===== config.mk =====
export PLATFORM = sky130hd
export DESIGN_NAME = fetch_ctrl_flat
export DESIGN_NICKNAME = d
export VERILOG_FILES = /design/src/rtl/fetch_ctrl_pkg.sv /design/src/rtl/fetch_ctrl_if.sv /design/src/rtl/fetch_ctrl_int_pending_reg.sv /design/src/rtl/fetch_ctrl.sv /design/src/flat_wrapper.sv
export SDC_FILE = /design/constraint.sdc
export NUM_CORES = 1
export LEC_CHECK = 0
export ABC_AREA = 1
export BUFFER_PORTS_ARGS = -buffer_cell sky130_fd_sc_hd__buf_2
export CAP_MARGIN = 20
export CORE_MARGIN = 2
export CORE_UTILIZATION = 43
export DETAILED_ROUTE_END_ITERATION = 10
export PLACE_DENSITY_LB_ADDON = 0.1
export SLEW_MARGIN = 15
export SYNTH_ARGS = -nofsm -noshare
export SYNTH_HDL_FRONTEND = slang
export SYNTH_SLANG_ARGS = --single-unit
export TNS_END_PERCENT = 50

===== constraint.sdc =====
create_clock -name clk -period 1.1 [get_ports clk]
set_input_delay 0.165 -clock clk [delete_from_list [all_inputs] [get_ports clk]]
set_output_delay 0.165 -clock clk [all_outputs]
set_load 0.05 [all_outputs]

===== src/rtl/fetch_ctrl_pkg.sv =====
// fetch_pkg: shared encodings, state enum and control bundle for the fetch sequencer.
package fetch_pkg;
  localparam int LONG_BIT = 31;
  typedef enum logic [3:0] {
    PLACE_SEQ, PLACE_V0, PLACE_V2, PLACE_V4, PLACE_V6,
    PLACE_IVT, PLACE_RET, PLACE_CALL, PLACE_RESET
  } place_e;
  typedef enum logic [1:0] {SEL_HOLD = 2'd0, SEL_P2 = 2'd1, SEL_P4 = 2'd2} sel_e;
  typedef enum logic [1:0] {S_RESET, S_RUN, S_DRAIN, S_VECTOR} state_e;
  typedef struct packed {
    sel_e   sel;
    place_e place;
    logic   en;
    logic   flush;
    logic   ack;
  } ctl_t;
  function automatic logic is_long(input logic [31:0] inst);
    return inst[LONG_BIT];
  endfunction
  // exception 1/2/3 map onto fixed vectors 2/4/6
  function automatic place_e exc_place(input logic [1:0] code);
    return place_e'(4'(code) + 4'd1);
  endfunction
endpackage


===== src/rtl/fetch_ctrl_if.sv =====
// fetch_ctrl_if: request inputs and fetch-stage controls of the fetch sequencer.
interface fetch_ctrl_if #(parameter int IDX_W = 3);
  logic             stall;
  logic             inst_long;
  logic [1:0]       exc_code;
  logic             ret_req;
  logic             call_req;
  logic             int_req;
  logic [IDX_W-1:0] int_index_in;
  logic [1:0]       pc_select;
  logic [3:0]       pc_place;
  logic [IDX_W-1:0] index;
  logic             enableBuf;
  logic             flush;
  logic             int_ack;
  modport master (
    input  stall, inst_long, exc_code, ret_req, call_req, int_req, int_index_in,
    output pc_select, pc_place, index, enableBuf, flush, int_ack
  );
  modport slave (
    output stall, inst_long, exc_code, ret_req, call_req, int_req, int_index_in,
    input  pc_select, pc_place, index, enableBuf, flush, int_ack
  );
endinterface


===== src/rtl/fetch_ctrl_int_pending_reg.sv =====
// int_pending_reg: pending-interrupt flag with its latched index; captures only when unmasked and idle.
module int_pending_reg #(parameter int IDX_W = 3) (
  input  logic             clk,
  input  logic             reset,
  input  logic             req,
  input  logic             mask,
  input  logic             clr,
  input  logic [IDX_W-1:0] idx_in,
  output logic             pending,
  output logic [IDX_W-1:0] idx
);
  always_ff @(posedge clk) begin
    if (reset) begin
      pending <= 1'b0;
      idx     <= '0;
    end else if (clr) begin
      pending <= 1'b0;
    end else if (req && !mask && !pending) begin
      pending <= 1'b1;
      idx     <= idx_in;
    end
  end
endmodule


===== src/rtl/fetch_ctrl.sv =====
// fetch_ctrl: registered sequencer arbitrating sequential fetch, stalls, redirects and drained interrupts.
module fetch_ctrl
  import fetch_pkg::*;
#(
  parameter int DRAIN_CYCLES = 3,
  parameter int IDX_W        = 3
) (
  input logic        clk,
  input logic        reset,
  fetch_ctrl_if.master bus
);
  localparam int CW = DRAIN_CYCLES > 0 ? $clog2(DRAIN_CYCLES + 1) : 1;
  localparam logic [CW-1:0] DRAIN_INIT = CW'(DRAIN_CYCLES > 0 ? DRAIN_CYCLES - 1 : 0);
  localparam ctl_t RESET_CTL = ctl_t'{SEL_HOLD, PLACE_RESET, 1'b0, 1'b1, 1'b0};
  localparam ctl_t BUBBLE    = ctl_t'{SEL_HOLD, PLACE_SEQ, 1'b0, 1'b0, 1'b0};
  localparam ctl_t VEC_CTL   = ctl_t'{SEL_HOLD, PLACE_IVT, 1'b1, 1'b1, 1'b1};
  state_e           st, nst;
  logic [CW-1:0]    cnt, cnt_n;
  ctl_t             o, o_n, run_ctl;
  logic [IDX_W-1:0] idx_q, idx_n, lat_idx;
  logic             pend, redirect;
  int_pending_reg #(.IDX_W(IDX_W)) u_pend (
    .clk     (clk),
    .reset   (reset),
    .req     (bus.int_req),
    .mask    (st != S_RUN),
    .clr     (nst == S_VECTOR),
    .idx_in  (bus.int_index_in),
    .pending (pend),
    .idx     (lat_idx)
  );
  assign redirect = bus.exc_code != 2'd0 || bus.ret_req || bus.call_req;
  always_ff @(posedge clk) begin
    if (reset) begin
      st    <= S_RESET;
      cnt   <= '0;
      o     <= RESET_CTL;
      idx_q <= '0;
    end else begin
      st    <= nst;
      cnt   <= cnt_n;
      o     <= o_n;
      idx_q <= idx_n;
    end
  end
  // in DRAIN only an exception may interrupt the countdown; the pending flag survives it
  always_comb begin
    nst   = S_RUN;
    cnt_n = cnt;
    if (st == S_DRAIN) begin
      if (bus.exc_code != 2'd0) nst = S_RUN;
      else if (cnt == '0) nst = S_VECTOR;
      else begin
        nst   = S_DRAIN;
        cnt_n = cnt - 1'b1;
      end
    end else if (!redirect && pend) begin
      nst   = DRAIN_CYCLES == 0 ? S_VECTOR : S_DRAIN;
      cnt_n = DRAIN_INIT;
    end
  end
  // registered outputs describe the state being entered
  always_comb begin
    run_ctl = bus.exc_code != 2'd0 ? ctl_t'{SEL_HOLD, exc_place(bus.exc_code), 1'b1, 1'b1, 1'b0} :
              bus.ret_req          ? ctl_t'{SEL_HOLD, PLACE_RET, 1'b1, 1'b1, 1'b0} :
              bus.call_req         ? ctl_t'{SEL_HOLD, PLACE_CALL, 1'b1, 1'b1, 1'b0} :
              bus.stall            ? BUBBLE :
              ctl_t'{bus.inst_long ? SEL_P4 : SEL_P2, PLACE_SEQ, 1'b1, 1'b0, 1'b0};
    o_n     = nst == S_VECTOR ? VEC_CTL : nst == S_DRAIN ? BUBBLE : run_ctl;
    idx_n   = nst == S_VECTOR ? lat_idx : '0;
  end
  assign bus.pc_select = o.sel;
  assign bus.pc_place  = o.place;
  assign bus.enableBuf = o.en;
  assign bus.flush     = o.flush;
  assign bus.int_ack   = o.ack;
  assign bus.index     = idx_q;
endmodule


===== src/flat_wrapper.sv =====
// flat-port wrapper written by rule: the top's interface ports become plain ports
module fetch_ctrl_flat import fetch_pkg::*;
#(
  parameter int DRAIN_CYCLES = 3,
  parameter int IDX_W        = 3
)
  (clk, reset, bus_stall, bus_inst_long, bus_exc_code, bus_ret_req, bus_call_req, bus_int_req, bus_int_index_in, bus_pc_select, bus_pc_place, bus_index, bus_enableBuf, bus_flush, bus_int_ack);
  fetch_ctrl_if #(.IDX_W(IDX_W)) bus_i ();
  input logic clk;
  input logic reset;
  input wire logic [$bits(bus_i.stall)-1:0] bus_stall;
  input wire logic [$bits(bus_i.inst_long)-1:0] bus_inst_long;
  input wire logic [$bits(bus_i.exc_code)-1:0] bus_exc_code;
  input wire logic [$bits(bus_i.ret_req)-1:0] bus_ret_req;
  input wire logic [$bits(bus_i.call_req)-1:0] bus_call_req;
  input wire logic [$bits(bus_i.int_req)-1:0] bus_int_req;
  input wire logic [$bits(bus_i.int_index_in)-1:0] bus_int_index_in;
  output wire logic [$bits(bus_i.pc_select)-1:0] bus_pc_select;
  output wire logic [$bits(bus_i.pc_place)-1:0] bus_pc_place;
  output wire logic [$bits(bus_i.index)-1:0] bus_index;
  output wire logic [$bits(bus_i.enableBuf)-1:0] bus_enableBuf;
  output wire logic [$bits(bus_i.flush)-1:0] bus_flush;
  output wire logic [$bits(bus_i.int_ack)-1:0] bus_int_ack;
  assign bus_i.stall = bus_stall;
  assign bus_i.inst_long = bus_inst_long;
  assign bus_i.exc_code = bus_exc_code;
  assign bus_i.ret_req = bus_ret_req;
  assign bus_i.call_req = bus_call_req;
  assign bus_i.int_req = bus_int_req;
  assign bus_i.int_index_in = bus_int_index_in;
  assign bus_pc_select = bus_i.pc_select;
  assign bus_pc_place = bus_i.pc_place;
  assign bus_index = bus_i.index;
  assign bus_enableBuf = bus_i.enableBuf;
  assign bus_flush = bus_i.flush;
  assign bus_int_ack = bus_i.int_ack;
  fetch_ctrl #(.DRAIN_CYCLES(DRAIN_CYCLES), .IDX_W(IDX_W)) u_core (.clk(clk), .reset(reset), .bus(bus_i));
endmodule

### Word level (Yosys, flattened, before mapping)

Index checks and enable logic that the tools add are counted.
W data, S select, Z words.

* flip-flop bits (word level): 20
* input bits: 12
* output and inout port bits: 12
* word-level logic and storage cells: 52

* add/sub/neg operators: 2
* equal/unequal tests: 6
* mux-type cells: 15
* bitwise logic cells: 1
* reduce and logical (&&, ||, !) cells: 17

Operators by type and width (number)
* $mux W7: 5
* $mux W2: 8
* $reduce_or A7 Y1: 1
* $eq A2 B2 Y1 const B: 3
* $ne A2 B2 Y1 const B: 2
* $reduce_bool A2 Y1: 2
* $reduce_or A2 Y1: 2
* $add A2 B1 Y3 const B: 1
* $logic_and A1 B1 Y1: 3
* $logic_not A1 Y1: 3
* $mux W3: 1
* $reduce_and A3 Y1: 1
* $reduce_or A3 Y1: 1
* $logic_not A2 Y1: 1
* $logic_or A1 B1 Y1: 2
* $ne A2 B1 Y1 const B: 1
* $reduce_and A2 Y1: 1
* $sub A2 B1 Y2 const B: 1
* $mux W1: 1
* $not A1 Y1: 1

### Longest topological paths before layout

Gate-level depths: netlist of run 1.

* depth in word-level cells: 10
* depth in mapped cells: 8
* depth with buffers taken out: 7

### Cells and area by module

Synthesis of run 1 repeated with hierarchy kept, for this count alone.

* cell total of the unflattened synthesis: 108
* area, all modules: 882.1 um^2

By module, submodules not included
* fetch_ctrl: instances 1, cells each 83, area each 694.4 um^2, sequential area each 320.3 um^2
* int_pending_reg: instances 1, cells each 25, area each 187.7 um^2, sequential area each 80.1 um^2

### Worst setup path after synthesis of run 1

Ideal clock, no wire load.

* path kind: flip-flop to flip-flop
* start point: register u_core.cnt[0]
* end point: register u_core.o (netlist bit u_core.bus.flush)
* library setup time: 0.119 ns
* arrival: 0.939 ns
* required time: 0.981 ns
* slack: 0.042 ns
* stages on the path, launching flop included: 7
* buffers on the path: 0
* clock period less this slack: 1.058 ns
* path through: dfxtp_1 > inv_1 > ha_1 > o21ai_4 > nand2_1 > o21ai_0 > nand2_1

* cells in the longest elaborated chain, start to end: 6
* elaborated cells on any way between the ends: 8

Ends and longest elaborated chain
* start, declared: RTL line fetch_ctrl.sv:18 `logic [CW-1:0] cnt, cnt_n;`
* start signal, assigned: RTL line fetch_ctrl.sv:41 `cnt <= cnt_n;`
* $logic_not A2 Y1 (*): RTL line fetch_ctrl.sv:52 `else if (cnt == '0) nst = S_VECTOR;`
* $mux W1 (*): RTL line fetch_ctrl.sv:52
* $mux W2 (*): RTL line fetch_ctrl.sv:51 `if (bus.exc_code != 2'd0) nst = S_RUN;`
* $mux W2 (*): RTL line fetch_ctrl.sv:50 `if (st == S_DRAIN) begin`
* $eq A2 B2 Y1: RTL line fetch_ctrl.sv:69 `o_n = nst == S_VECTOR ? VEC_CTL : nst == S_DRAIN ? BUBBLE : run_ctl;`
* $mux W7 or $reduce_or A2 Y1 (tied branches)
* end signal, assigned: RTL line fetch_ctrl.sv:42 `o <= o_n;`
* end, declared: RTL line fetch_ctrl.sv:19 `ctl_t o, o_n, run_ctl;`

Every way passes the cells marked *; elsewhere a longest branch is shown, timed or not.
A chain may end at the register's enable or synchronous reset.

### Final worst setup path of run 1

* start point: register u_core.o (netlist bit u_core.bus.flush)
* end point: output bus_flush

RTL lines
* end, declared: RTL line flat_wrapper.sv:22 `output wire logic [$bits(bus_i.flush)-1:0] bus_flush;`

No word-level cell between the ends.

==> results by stage, run 1 <==
GRT:
- The initial antenna violation count is 0.
- In the global route stage, overall resource usage came out at 0.161.
- The sum of overflow across all layers after global routing is 0.
- Entering global routing, the biggest net connects 13 pins.
- The first-pass GRT wire length is 2.39 mm.
- The number of global-route vias before repair came to 587.

Synthesis:
- The mapped netlist covers 790 µm².
- The mean instance size in the synthesized netlist is 8.22 µm².
- The synthesized flop and latch total is 20.
- The count of warnings emitted by yosys is 0.
- The number of nets in the synthesized netlist is 111.
- The number of instances in the synthesized netlist is 96.
- The cell type with the highest aggregate area in the netlist is sky130_fd_sc_hd__dfxtp_1.
- Ranked by total cell area, the synthesized netlist is headed by sky130_fd_sc_hd__dfxtp_1, sky130_fd_sc_hd__inv_1, sky130_fd_sc_hd__nand2_1, sky130_fd_sc_hd__nor2_1, sky130_fd_sc_hd__nand3_1.
- The number of different library cells used by synthesis comes to 19.
- The area share of the leading cell type in the synthesized netlist is 0.507.
- Of the synthesized area, sequential elements account for 0.507.

Clocking:
- At the later pin of the worst-skew pair, clock insertion delay measures 0.30 ns.
- The clock sink total is 20.
- Clock-pin slew was measured on the worst setup and hold paths at roughly 0.12 ns.
- The buffer cell driving the clock tree root is sky130_fd_sc_hd__clkbuf_4.
- The level count of the clock H-tree is 1.
- The deepest clock path buffer count is 2.
- The total CTS buffers is 3.
- The CTS tree is built.

STA:
- The hold violation count in the final report is 0.
- The final max-slew violation count was 0.
- The achievable clock frequency is 954 MHz.
- Across all hold checks on the routed design, the worst slack comes to around 0.087 ns.
- After layout, the minimum clock period comes to 1.05 ns.
- The final count of negative-setup-slack endpoints is 0.
- Measured against its own limit, the worst slew margin works out to 0.832.
- Between clock sinks in the finished design, the worst skew comes to 0.00656 ns.
- Setup repair after global routing could not meet its margin everywhere.
- In the finished design, the share of the clock period the worst path needs comes to 0.953.
- At the pin with the least slew margin, the transition time is 0.254 ns.
- The worst path meets setup with 0.0513 ns of slack.

Critical path:
- The critical path goes through buf_2.
- Together, buffers and inverters on the worst path number 1.
- The kind of capture point of the worst setup path is an output port.
- The worst setup path is of the reg -> out kind.
- The slowest library cell on the worst path is sky130_fd_sc_hd__dfxtp_1.
- Data arrives at the worst endpoint at 0.88 ns.
- Among cell families on the critical path, the largest total delay comes from flip-flops.
- The critical path's largest stage delay is 0.33 ns.
- STA classifies the critical path startpoint as a flip-flop.
- The biggest fanout along the worst timing path is 1.
- At the worst endpoint, the required time is between 0.9 and 1 ns.

Routing:
- The average wire per standard cell is around 10 µm.
- For this run, design rule violations remaining after detail routing come to 0.
- For this run, the detailed router's first-pass iteration total came to 2.
- The ratio of routed vias to standard cells is about 4.5.
- The count of nets left with antenna violations after detail routing is 0.
- The detailed router finished its first iteration with 6 violations.
- Wires add up to 1.59 mm.
- The final route contains 716 vias.

Place:
- The worst slack after detailed placement is -0.106 ns.
- The count of input and output buffers is 23.
- Once detailed placement completed, the half-perimeter wirelength came to approximately 1.1 mm.
- The weighted congestion reported at the end of routability-driven placement is 0.836.

Power:
- The highest ir drop seen on vdd is 765 µV.
- For this design the ratio of total power to cell area is between 1000 and 1500 nW/µm².
- Of the total power, the share spent switching nets is 0.234.
- Summed over all cells, the static leakage comes to 0.000533 µW.
- In this run the power spent charging and discharging nets is 365 µW.
- The share of total power dissipated in combinational logic is 0.124.
- The overall power is 1560 µW.
- The fraction of power consumed by the clock network is 0.387.
- Cell internal power was estimated by the tool at between 1000 and 1500 µW.
- The sequential cell fraction of total power is 0.489.

Finish:
- Of the cells placed in the final design, the portion with a size suffix greater than 1 is 0.396.
- Leaving out fill and tap cells, the most frequent cells in the layout are sky130_fd_sc_hd__buf_2, sky130_fd_sc_hd__dfxtp_1, sky130_fd_sc_hd__inv_1, sky130_fd_sc_hd__nor2_1, sky130_fd_sc_hd__buf_4.
- The final layout net count is 150.
- Leaving out fill and tap cells, the most frequent cell in the layout is sky130_fd_sc_hd__buf_2.
- The synthesis-to-layout area growth is 39.5%.
- The fill cell total of the finished layout is roughly 180.
- The post-layout utilization of the core is 0.638.
- The number of antenna diodes in the final layout is 0.

Die:
- From bottom edge to top edge, the die measures 46.9 µm.
- The total area inside the core boundary comes to 1730 µm².
- The number of rows created at floorplan is 15.
- The full die area is 2190 µm².
- For this design the top-level I/O count stands at 24.
- The initial core utilization is 0.457.
- Measured along the x axis, the die boundary spans 46.9 µm.

Worst hold path:
- The kind of path behind the tightest hold check is in -> reg.

Job:
- The max-capacitance violation count is 0.

Outcome:
- The flow ran to the end, and the final reports show no timing, DRC or antenna violations.
## registers in the layout, summed over array words and instances (netlist names)
signal / flops
u_core.bus.flush: 1
u_core.bus.pc_select: 2
u_core.u_pend.idx: 3
u_core.bus.int_ack: 1
u_core.st: 2
u_core.cnt: 2
u_core.bus.index: 3
u_core.bus.enableBuf: 1
u_core.u_pend.pending: 1
u_core.bus.pc_place: 4
## metal layers
metal,global-route usage,vias up,wire length [µm]
met4,0.0833,0,38
met1,0.191,312,725
met2,0.271,17,748
met3,0.0346,4,75
li1,-,383,-
met5,0,-,0
## repair_timing
item | CTS | global route
endpoints found under the setup margin | 3 | 12
hold buffers | 0 | 1
pin swaps | 1 | 6
buffers inserted | 0 | 4
endpoints found under the hold margin | 0 | 1
resized for setup | 3 | 8
## final timing paths
path	start	end	slack, ns	cells after the start
worst max-delay path	u_core.bus.flush$_SDFF_PP1_	bus_flush	0.05	1
worst min-delay path	reset	u_core.bus.pc_place[3]$_SDFF_PP1_	0.09	2
worst max register to register	u_core.st[1]$_SDFF_PP0_	u_core.cnt[1]$_SDFFE_PP0P_	0.06	6
worst min register to register	u_core.u_pend.idx[0]$_SDFFE_PP0P_	u_core.bus.index[0]$_SDFF_PP0_	0.44	2
## synth_stat cells
cell type and count:
sky130_fd_sc_hd__buf_4 1, sky130_fd_sc_hd__o21ai_0 5, sky130_fd_sc_hd__o21ai_4 1, sky130_fd_sc_hd__nand2_4 1, sky130_fd_sc_hd__buf_2 1, sky130_fd_sc_hd__nor3_1 1, sky130_fd_sc_hd__nand2_1 12, sky130_fd_sc_hd__ha_1 3
sky130_fd_sc_hd__a21oi_1 7, sky130_fd_sc_hd__nor2_1 12, sky130_fd_sc_hd__nor2_2 1, sky130_fd_sc_hd__nor2_4 1, sky130_fd_sc_hd__dfxtp_1 20, sky130_fd_sc_hd__nand2_2 2, sky130_fd_sc_hd__nand4_1 3, sky130_fd_sc_hd__inv_2 2
sky130_fd_sc_hd__inv_1 14, sky130_fd_sc_hd__nand3_1 8, sky130_fd_sc_hd__nor3b_1 1
## final cells by class
class                      instances  area [µm²]  share of cell area
sequential                        20         403               0.366
multi-input combinational         58         337               0.306
timing repair buffer              36         218               0.198
inverter                          16        60.1              0.0545
tap                               25        31.3              0.0284
clock inverter                     1        30.0              0.0273
clock buffer                       3        22.5              0.0205
## power by group through the flow
stage / clock network [µW] / registers, µW / logic (µW)
3_5_place_dp: 0 / 777 / 182
6_report: 603 / 761 / 193
4_1_cts: 617 / 761 / 185
2_1_floorplan: 0 / 826 / 68.1
3_3_place_gp: 0 / 777 / 181
5_1_grt: 636 / 764 / 214
## through the flow
step / cells / instance area [µm²] / setup TNS (ns)
CTS: 154 / 1050 / 0
global placement: 150 / 983 / -0.593
finish: 159 / 1100 / 0
detailed placement: 150 / 983 / -0.801
floorplan: 96 / 790 / 0
global route: 159 / 1100 / -0.0667
## logic make-up after synthesis
group           Yosys count  share of synthesized area
buf+inv                  18                     0.0919
flops                    20                      0.507
compound gates           13                     0.0967
fa+ha+maj                 3                     0.0475
simple gates             42                      0.257
(Power assumes the default switching activity.)
==> run 2: changes to the inputs <==
Settings changed: CORE_MARGIN 2 to not set.
==> run 2 against run 1 <==
Against the previous run:
- combinational power is essentially flat
- critical path depth increased by 5
- clock power increased by 1%
- clock skew shrank 0.0035 ns
- sequential power barely moved
- register-to-register slack worse by 0.03 ns
- cell count is 0.63% lower
- non-clock buffer count fell by 1
- global-route usage rose by 2.1 points
- critical endpoint is now u_core.bus.flush$_SDFF_PP1_
- largest power group unchanged
==> results by stage, run 2 (same netlist as run 1, synthesis figures left out) <==
Outcome:
- The flow ran to the end, and the final reports show no timing, DRC or antenna violations.

Clocking:
- The deepest clock path buffer count was 2 (unchanged).
- The clock-pin slew reported for the worst setup and hold paths after clock tree synthesis is 0.12 ns (about the same).
- The CTS tree is built.
- The later-pin clock latency in the skew report is 0.30 ns (about the same).
- The clock sink total is 20 (unchanged).
- The total CTS buffers is 3 (unchanged).
- The level count of the clock H-tree is 1 (unchanged).
- The buffer cell driving the clock tree root is sky130_fd_sc_hd__clkbuf_4.

Critical path:
- By startpoint and endpoint, the worst setup path is classified as reg -> reg.
- Traced cell by cell, the critical path runs through inv_2 -> ha_4 -> o21ai_4 -> nand2_2 -> o21ai_2 -> nand2_1.
- The nature of the critical path startpoint is a flip-flop.
- The slowest stage of the critical path belongs to the cell sky130_fd_sc_hd__dfxtp_2.
- The critical path's largest stage delay is 0.36 ns (+0.03 ns).
- The required time at the endpoint of the critical path was 1.32 ns (+0.38 ns).
- The worst register-to-register path begins at u_core.cnt[0]$_SDFFE_PP0P_.
- The path depth of the worst reg2reg path is 6 (unchanged).
- The kind of capture point of the worst setup path is a flip-flop.
- The worst register-to-register path ends at u_core.bus.flush$_SDFF_PP1_.
- The data arrival at the endpoint of the critical path is 1.29 ns (+0.41 ns).
- The reg-to-reg setup timing slack was 0.03 ns (-0.03 ns).
- The biggest fanout along the worst timing path is 5 (+4).

GRT:
- The sum of overflow across all layers after global routing is 0 (unchanged).
- The initial antenna violation count is 0 (unchanged).
- The first-pass GRT wire length is 2.57 mm (+7.5%).
- The total routing resource utilization after global routing is 0.182 (+0.0214).
- The pin count of the biggest net entering global routing is 13 (unchanged).
- The number of global-route vias before repair is 624 (+6.3%).

STA:
- The portion of the clock cycle consumed by the worst path in the final layout is 0.975 (+0.0217).
- The achievable clock frequency is 932 MHz (-2.2%).
- The final critical delay including setup and external delays came to 1.07 ns (+0.0239 ns).
- The slew at the pin closest to its max-slew limit is 0.254 ns (+0.000391 ns).
- The summed negative setup slack over all endpoints is 0 ns (unchanged).
- The worst slew margin relative to its limit is 0.832 (about the same).
- The hold violation count in the final report came to 0 (unchanged).
- The final count of negative-setup-slack endpoints is 0 (unchanged).
- Setup repair after global routing could not meet its margin everywhere.
- The setup clock skew after layout was 0.00311 ns (-0.00345 ns).
- The final max-slew violation count is 0 (unchanged).

Place:
- The weighted congestion reported at the end of routability-driven placement is 0.853 (+2.0%).
- The placed wire-length estimate after detailed placement came to 1.09 mm (-4.0%).
- The post-place instance area came to 983 µm² (unchanged).
- The count of input and output buffers is 23 (unchanged).
- The number of cells after detailed placement came to 150 (unchanged).

Die:
- The number of primary I/O pins came to 24 (unchanged).
- The number of rows created at floorplan came to 15 (unchanged).
- The initial core utilization is 0.457 (unchanged).
- The height of the die is 44.9 µm (-4.3%).
- The die outline width is 44.9 µm (-4.3%).
- The full die area is 2010 µm² (-8.4%).
- The core footprint is 1730 µm² (unchanged).

Routing:
- The final routed wirelength across all metal layers is 1.63 mm (+2.8%).
- The count of nets left with antenna violations after detail routing came to 0 (unchanged).
- The number of optimization iterations in the first detailed-route pass is 4 (+2).
- The initial DRC count is 17 (+11).
- The total via count after detailed routing is 713 (-0.42%).
- The ratio of routed vias to standard cells is 4.51 (+0.21%).
- The average wire per standard cell was 10.3 µm (+3.4%).
- The count of unresolved DRC violations after routing is 0 (unchanged).

Power:
- The power density over the cells is 1410 nW/µm² (about the same).
- The highest ir drop seen on vdd is 672 µV (-12%).
- The static leakage is 0.000530 µW (-0.50%).

Finish:
- The number of antenna repair diodes was 0 (unchanged).
- The final layout net count is 149 (-0.67%).
- The count of non-filler cells in the finished layout is 158 (-0.63%).
- The post-layout utilization of the core came to 0.643 (+0.00507).
- The number of flip-flops under the largest register name is 4 (unchanged).
- The cell area after layout came to 1110 µm² (+0.79%).
- The most frequent standard cell in the layout excluding fill and tap cells is sky130_fd_sc_hd__buf_2.
- The fill cell total of the finished layout was 165 (-5.7%).
- The layout cell share with drive strength beyond 1 is 0.414 (+0.0180).
- In the layout the commonest cells are sky130_fd_sc_hd__buf_2, sky130_fd_sc_hd__dfxtp_1, sky130_fd_sc_hd__inv_1, sky130_fd_sc_hd__nor2_1.
- From synthesis to final layout, the design area changed by 40.6%.

Worst hold path:
- The origin of the worst min-delay path is reset.
- The worst hold path terminates at u_core.bus.pc_place[3]$_SDFF_PP1_.
- The kind of path behind the tightest hold check is in -> reg.
- The depth of the worst hold-timing path is 2 (unchanged).

Job:
- The max-capacitance violation count is 0 (unchanged).
==> run 2: power breakdown <==
part           total, µW  switching (µW)  internal (µW)
registers            761            9.08            752
clock network        612             243            368
logic                196             124           72.2
==> run 2: critical path: cells and delay by family, from the launching register on <==
family          cells  cell delay, ns
flops               1            0.36
compound gates      2            0.24
fa+ha+maj           1            0.17
simple gates        2            0.16
buf+inv             1            0.05
==> run 2: worst max path at each step <==
stage	startpoint	to	slack (ns)	cells after the start
floorplan	u_core.cnt[0]$_SDFFE_PP0P_	u_core.bus.flush$_SDFF_PP1_	0.04	6
global placement	bus_exc_code[0]	u_core.bus.pc_place[2]$_SDFF_PP0_	-0.08	8
detailed placement	bus_exc_code[0]	u_core.bus.flush$_SDFF_PP1_	-0.11	8
CTS	u_core.cnt[0]$_SDFFE_PP0P_	u_core.bus.flush$_SDFF_PP1_	0.0009	6
global route	u_core.st[1]$_SDFF_PP0_	u_core.cnt[1]$_SDFFE_PP0P_	-0.04	6
finish	u_core.cnt[0]$_SDFFE_PP0P_	u_core.bus.flush$_SDFF_PP1_	0.03	6
==> run 2: area by class of cell <==
type,instances,area [µm²],area share
Inverter,16,60.1,0.0541
Tap cell,25,31.3,0.0282
Sequential cell,20,403,0.363
Clock buffer,3,22.5,0.0203
Timing Repair Buffer,35,213,0.192
Multi-Input combinational cell,58,350,0.316
Clock inverter,1,30.0,0.0271
==> run 2: per-stage QoR <==
| step | setup slack, ns | power, µW | hold WS (ns) |
|---|---|---|---|
| detailed placement | -0.113 | 959 | 0.340 |
| global placement | -0.0806 | 958 | 0.338 |
| floorplan | 0.0420 | 894 | 0.193 |
| finish | 0.0274 | 1570 | 0.0895 |
| CTS | 0.000854 | 1560 | 0.00527 |
| global route | -0.0357 | 1630 | 0.0817 |
==> run 2: metal layers <==
metal	share of wire	wire length (µm)	vias to the layer above	track usage
li1	-	-	376	-
met1	0.48	787	318	0.227
met2	0.47	768	17	0.291
met3	0.037	60	2	0.0480
met4	0.0086	14	0	0.0909
met5	0	0	-	0
==> run 2: repair_timing <==
item | 4_1_cts | 5_1_grt
endpoints found under the setup margin | 3 | 17
gates cloned | 0 | 0
hold buffers | 0 | 1
pin swaps | 3 | 7
setup buffers | 0 | 3
hold endpoints to repair | 0 | 1
resized for setup | 4 | 10
